## src/rtl/counter_sweep_ctrl_if.sv

```systemverilog
// Bus between the sweep sequencer, the test/control logic that starts it and
// the free-running 4-bit up/down counter it steers.
interface counter_sweep_ctrl_if #(
    parameter int W = 4
);
    logic         start;
    logic         abort;
    logic [W-1:0] lo;
    logic [W-1:0] hi;
    logic [W-1:0] passes;
    logic [W-1:0] Count;
    logic         UD;
    logic         CntClr_n;
    logic         busy;
    logic         done;
    logic [W-1:0] pass_left;
    logic         cfg_err;
    logic         err;

    // slave: the sequencer; master: control logic plus the counter it drives
    modport slave (
        input  start, abort, lo, hi, passes, Count,
        output UD, CntClr_n, busy, done, pass_left, cfg_err, err
    );
    modport master (
        output start, abort, lo, hi, passes, Count,
        input  UD, CntClr_n, busy, done, pass_left, cfg_err, err
    );
endinterface

```

## src/rtl/counter_sweep_ctrl.sv

```systemverilog
// Sweeps a free-running up/down counter 0 -> hi, then between lo and hi for N passes.
// Optional SWEEP_CHECK_EN adds a shadow counter and a sticky err flag.
module counter_sweep_ctrl #(
    parameter int W = 4
) (
    input  logic                 clk,
    input  logic                 Clear,
    counter_sweep_ctrl_if.slave  bus,
    output logic [1:0]           o_dbg_state
);
    typedef enum logic [1:0] {S_IDLE = 2'd0, S_UP = 2'd1, S_DOWN = 2'd2, S_DONE = 2'd3} state_t;

    localparam logic [W-1:0] ONE = 1;

    state_t       r_state;
    state_t       w_next;
    logic [W-1:0] r_lo;
    logic [W-1:0] r_hi;
    logic [W-1:0] r_pass_left;
    logic         r_ud;
    logic         r_cntclr_n;
    logic         r_cfg_err;
    logic         w_cfg_ok;
    logic         w_accept;
    logic         w_at_top;
    logic         w_at_bottom;
    logic         w_busy;
    logic         w_done;

    assign w_cfg_ok    = (bus.lo < bus.hi) && (bus.passes != '0);
    assign w_accept    = (r_state == S_IDLE) && bus.start && w_cfg_ok;
    // Turn one count early: the counter lands on the bound on the same edge.
    assign w_at_top    = (bus.Count == (r_hi - ONE));
    assign w_at_bottom = (bus.Count == (r_lo + ONE));

    always_ff @(posedge clk) begin
        if (Clear) r_state <= S_IDLE;
        else       r_state <= w_next;
    end

    always_comb begin
        w_next = r_state;
        case (r_state)
            S_IDLE: if (w_accept) w_next = S_UP;
            S_UP: begin
                if (bus.abort)     w_next = S_IDLE;
                else if (w_at_top) w_next = S_DOWN;
            end
            S_DOWN: begin
                if (bus.abort)        w_next = S_IDLE;
                else if (w_at_bottom) w_next = (r_pass_left > ONE) ? S_UP : S_DONE;
            end
            S_DONE:  w_next = S_IDLE;
            default: w_next = S_IDLE;
        endcase
    end

    always_comb begin
        w_busy      = (r_state == S_UP) || (r_state == S_DOWN);
        w_done      = (r_state == S_DONE);
        o_dbg_state = r_state;
    end

    always_ff @(posedge clk) begin
        if (Clear) begin
            r_lo        <= '0;
            r_hi        <= '0;
            r_pass_left <= '0;
            r_ud        <= 1'b0;
            r_cntclr_n  <= 1'b0;
            r_cfg_err   <= 1'b0;
        end else begin
            r_cfg_err <= 1'b0;
            case (r_state)
                S_IDLE: begin
                    if (w_accept) begin
                        r_lo        <= bus.lo;
                        r_hi        <= bus.hi;
                        r_pass_left <= bus.passes;
                        r_cntclr_n  <= 1'b1;
                        r_ud        <= 1'b0;
                    end else if (bus.start) begin
                        r_cfg_err <= 1'b1;
                    end
                end
                S_UP: begin
                    if (bus.abort) begin
                        r_cntclr_n  <= 1'b0;
                        r_ud        <= 1'b0;
                        r_pass_left <= '0;
                    end else if (w_at_top) begin
                        r_ud <= 1'b1;
                    end
                end
                S_DOWN: begin
                    if (bus.abort) begin
                        r_cntclr_n  <= 1'b0;
                        r_ud        <= 1'b0;
                        r_pass_left <= '0;
                    end else if (w_at_bottom) begin
                        r_ud <= 1'b0;
                        if (r_pass_left > ONE) begin
                            r_pass_left <= r_pass_left - ONE;
                        end else begin
                            r_pass_left <= '0;
                            r_cntclr_n  <= 1'b0;
                        end
                    end
                end
                default: ;
            endcase
        end
    end

    assign bus.UD        = r_ud;
    assign bus.CntClr_n  = r_cntclr_n;
    assign bus.busy      = w_busy;
    assign bus.done      = w_done;
    assign bus.pass_left = r_pass_left;
    assign bus.cfg_err   = r_cfg_err;

`ifdef SWEEP_CHECK_EN
    logic [W-1:0] r_exp;
    logic         r_err;

    // Shadow of the counter, advanced by the same registered controls it sees.
    always_ff @(posedge clk) begin
        if (Clear) begin
            r_exp <= '0;
            r_err <= 1'b0;
        end else begin
            if (!r_cntclr_n) r_exp <= '0;
            else if (r_ud)   r_exp <= r_exp - ONE;
            else             r_exp <= r_exp + ONE;

            if (w_accept)                            r_err <= 1'b0;
            else if (w_busy && (bus.Count != r_exp)) r_err <= 1'b1;
        end
    end

    assign bus.err = r_err;
`else
    assign bus.err = 1'b0;
`endif
endmodule

```

## src/flat_wrapper.sv

```systemverilog
// flat-port wrapper written by rule: the top's interface ports become plain ports
module counter_sweep_ctrl_flat 
#(
    parameter int W = 4
)
  (clk, Clear, o_dbg_state, bus_start, bus_abort, bus_lo, bus_hi, bus_passes, bus_Count, bus_UD, bus_CntClr_n, bus_busy, bus_done, bus_pass_left, bus_cfg_err, bus_err);
  counter_sweep_ctrl_if #(.W(W)) bus_i ();
  input  logic clk;
  input  logic Clear;
  output logic [1:0] o_dbg_state;
  input wire logic [$bits(bus_i.start)-1:0] bus_start;
  input wire logic [$bits(bus_i.abort)-1:0] bus_abort;
  input wire logic [$bits(bus_i.lo)-1:0] bus_lo;
  input wire logic [$bits(bus_i.hi)-1:0] bus_hi;
  input wire logic [$bits(bus_i.passes)-1:0] bus_passes;
  input wire logic [$bits(bus_i.Count)-1:0] bus_Count;
  output wire logic [$bits(bus_i.UD)-1:0] bus_UD;
  output wire logic [$bits(bus_i.CntClr_n)-1:0] bus_CntClr_n;
  output wire logic [$bits(bus_i.busy)-1:0] bus_busy;
  output wire logic [$bits(bus_i.done)-1:0] bus_done;
  output wire logic [$bits(bus_i.pass_left)-1:0] bus_pass_left;
  output wire logic [$bits(bus_i.cfg_err)-1:0] bus_cfg_err;
  output wire logic [$bits(bus_i.err)-1:0] bus_err;
  assign bus_i.start = bus_start;
  assign bus_i.abort = bus_abort;
  assign bus_i.lo = bus_lo;
  assign bus_i.hi = bus_hi;
  assign bus_i.passes = bus_passes;
  assign bus_i.Count = bus_Count;
  assign bus_UD = bus_i.UD;
  assign bus_CntClr_n = bus_i.CntClr_n;
  assign bus_busy = bus_i.busy;
  assign bus_done = bus_i.done;
  assign bus_pass_left = bus_i.pass_left;
  assign bus_cfg_err = bus_i.cfg_err;
  assign bus_err = bus_i.err;
  counter_sweep_ctrl #(.W(W)) u_core (.clk(clk), .Clear(Clear), .bus(bus_i), .o_dbg_state(o_dbg_state));
endmodule
```

## config.mk

```make
export PLATFORM = sky130hd
export DESIGN_NAME = counter_sweep_ctrl_flat
export DESIGN_NICKNAME = d
export VERILOG_FILES = /design/src/rtl/counter_sweep_ctrl_if.sv /design/src/rtl/counter_sweep_ctrl.sv /design/src/flat_wrapper.sv
export SDC_FILE = /design/constraint.sdc
export NUM_CORES = 1
export LEC_CHECK = 0
export BUFFER_PORTS_ARGS = -buffer_cell sky130_fd_sc_hd__buf_2
export CAP_MARGIN = 20
export CORE_ASPECT_RATIO = 0.7
export CORE_UTILIZATION = 45
export DETAILED_ROUTE_END_ITERATION = 8
export HOLD_SLACK_MARGIN = 0.03
export PLACE_DENSITY = 0.7
export SYNTH_ARGS = -nofsm -noshare
export SYNTH_HDL_FRONTEND = slang
export SYNTH_SLANG_ARGS = --single-unit
```

## constraint.sdc

```tcl
create_clock -name clk -period 3.3 [get_ports clk]
set_input_delay 0.495 -clock clk [delete_from_list [all_inputs] [get_ports clk]]
set_output_delay 0.495 -clock clk [all_outputs]
set_load 0.005 [all_outputs]
```

==> reports/results.ini <==
[run_status]
run_status=finished clean

[final_layout]
antenna_cells=0
final_common_cell=buf_2
drive_gt1_share_pct=23.6
layout.nets=198
instances_no_fill=199
layout_common_cells=buf_2 (30), dfxtp_1 (17), nor2_1 (16), inv_1 (12), ha_1 (12)
post-route-util_pct=56.4
area_delta_synth_final_pct=17.4

[sta]
rsz0062_at_grt=no
setup_viol=0
hold_violations=0
slew_headroom_pct=58.5
max_freq_ghz=0.456
maxSlewViolCount=0
finalSetupTns_ns=0
fin_skew_ns=0.00307
fin_crit_ns=2.19
fin_crit_sh_pct=66.4
fin_ws_ns=1.11
worst_pin_slew_ns=0.620

[clocking]
cts_tree=yes
ctsHoldBuffers=0
cts_buffer_depth=2
cts-htree-levels=1
postCtsSetupRepairBufs=0
numCtsBuffers=3
cts_root_buffer=clkbuf_8
cts.sinks=17
clk_pin_slew_worst_paths_ns=0.07
cts_resized=0
clock_latency_ns=0.25

[global_route]
grt_pass1_vias=929
gr-max-usage-layer=met2
grt_pass1_wl_um=4170
antenna_found_initial=0
use_met2_pct=33.0
grtUsageMet1_pct=25.2
grt_max_degree=20
met3_usage_pct=5.30
grt_remaining_overflow=0
track_usage_pct=19.3

[route]
route.detailed.drc=0
finalWirelength_um=2530
drt-initial-drc-count=56
dr.pass1.iters=4
num_vias=1019
detail-route-antenna-nets=0
via_per_inst=5.12
post_drt_wl_per_cell_um=12.7

[floorplan]
initial_core_util_pct=48.1
fp.dieH_um=45.2
fp-row-count=15
ios=32
dieWidth_um=63.7
die_area_um2=2880
core_area_um2=2500

[power]
p_clk_share_pct=23.6
p_sw_w=0.000222
p_leak_nw=0.709
p_int_w=0.000439
swShare_pct=33.6
combPwrFrac_pct=37.7
seqPwrFrac_pct=38.8
ir_drop_mv=0.267
powerDensity_nw_per_um2=470
p_total_w=0.000662

[worst_hold_path]
worstHoldStart=bus_lo[1]
worstHoldPathCells=3
whs_endpoint=u_core.r_lo[1]$_SDFFE_PP0P_
min_path_type=in2reg

[synthesis]
synthAdderAreaFrac_pct=12.5
yosys.area.top_type=dfxtp_1
ys_seq_area_share_pct=28.4
synthSimpleGateAreaFrac_pct=17.2
synth_flop_cell=dfxtp_1
synth_xor_area_share_pct=9.49
synth_edf_count=0
synth_top_family_by_area=simple AND/OR/NAND/NOR gates
ys_ff_latch=17
syn_nets=168
yosysWarnings=0
synth_mux_area_share_pct=12.1
syn-cell-area_um2=1200
yosysTopAreaCellShare_pct=28.4
synth_cells=136
ys_async_sr_fraction_pct=0
yosysUniqueCellTypes=36
yosys-top-cells-area=dfxtp_1 (28%), ha_1 (13%), mux2i_1 (8.3%), xnor2_1 (5.1%), nor2_1 (5.0%)
synth_area_per_cell_um2=8.82
synth_compound_area_share_pct=13.2

[critical_path]
reg2reg_slack_ns=1.11
path_max_fanout=6
crit_type=reg2reg
worst_r2r_path_depth=5
r2r-start=u_core.r_lo[0]$_SDFFE_PP0P_
critPathLaunchType=flip-flop
crit_arrival_ns=2.33
worstPathRequired_ns=3.44
r2r_end=u_core.o_dbg_state[1]$_SDFFE_PP0P_
worstSetupEndpointType=flip-flop

[placed_design]
place_ws_ns=0.944
port_buffers=30
place_hpwl_um=2040
globalplace.congestion=0.804
placed_cells=195

[job]
cap_violations=0

-- power by group through the flow --
stage	clock network [W]	logic (W)	registers [W]
3_5_place_dp	0	0.000247	0.000261
4_1_cts	0.000160	0.000249	0.000256
6_report	0.000156	0.000249	0.000256
3_3_place_gp	0	0.000244	0.000259
5_1_grt	0.000170	0.000279	0.000261
2_1_floorplan	0	0.000178	0.000259
-- final cells by class --
class / instances / area [um2]
Fill cell: 230 / 1090
Clock buffer: 4 / 45.0
Multi-Input combinational cell: 101 / 778
Inverter: 12 / 45.0
Tap cell: 34 / 42.5
Sequential cell: 17 / 340
Timing Repair Buffer: 31 / 158
-- metal layers --
| layer | routed length [um] | vias up |
|---|---|---|
| li1 | - | 525 |
| met4 | 4 | 0 |
| met3 | 113 | 2 |
| met1 | 1230 | 469 |
| met2 | 1170 | 23 |
| met5 | 0 | - |
-- worst max path at each step --
stage / to / start / depth (start not counted)
2_1_floorplan: u_core.bus.UD$_SDFFE_PP0P_ / bus_hi[1] / 7
3_3_place_gp: u_core.bus.pass_left[2]$_SDFFE_PP0P_ / bus_hi[1] / 7
3_5_place_dp: u_core.bus.pass_left[2]$_SDFFE_PP0P_ / bus_hi[1] / 7
4_1_cts: u_core.o_dbg_state[1]$_SDFFE_PP0P_ / u_core.r_lo[0]$_SDFFE_PP0P_ / 5
5_1_grt: u_core.bus.pass_left[0]$_SDFFE_PP0P_ / u_core.r_lo[0]$_SDFFE_PP0P_ / 5
6_report: u_core.o_dbg_state[1]$_SDFFE_PP0P_ / u_core.r_lo[0]$_SDFFE_PP0P_ / 5
-- flip-flops by register name, summed over array words and instances (netlist names) --
name and flops:
u_core.bus.cfg_err 1, u_core.bus.CntClr_n 1, u_core.o_dbg_state 2, u_core.r_lo 4, u_core.r_hi 4, u_core.bus.UD 1
u_core.bus.pass_left 4
-- cell usage after synthesis (all sizes together), types with 3 or more instances --
cell / instances
inv: 12
nor3: 4
nor2: 16
xor2: 6
xnor2: 7
a211oi: 4
ha: 12
nor2b: 5
dfxtp: 17
mux2: 4
nand2b: 4
mux2i: 10
o21ai: 3
buf: 4
nand2: 5
-- cells by family after synthesis --
family,count (synthesis)
fa+ha+maj,12
xor+xnor,13
compound gates,20
simple gates,41
buf+inv,18
mux,14
flops,17
other cells,1
-- worst max-delay path, stage by stage (launching register included) --
cell and delay (ns):
dfxtp_1 0.40, ha_1 0.27, xor2_1 0.17, o41a_1 0.48
a211oi_1 0.39, mux2_2 0.38
-- per-stage QoR --
step / instance area (um2) / hold slack [ns]
after floorplan: 1200 / 0.484
after CTS: 1410 / 0.491
after global routing: 1410 / 0.519
final: 1410 / 0.490
after global placement: 1360 / 0.504
after detailed placement: 1360 / 0.523
(Power assumes the default switching activity.)
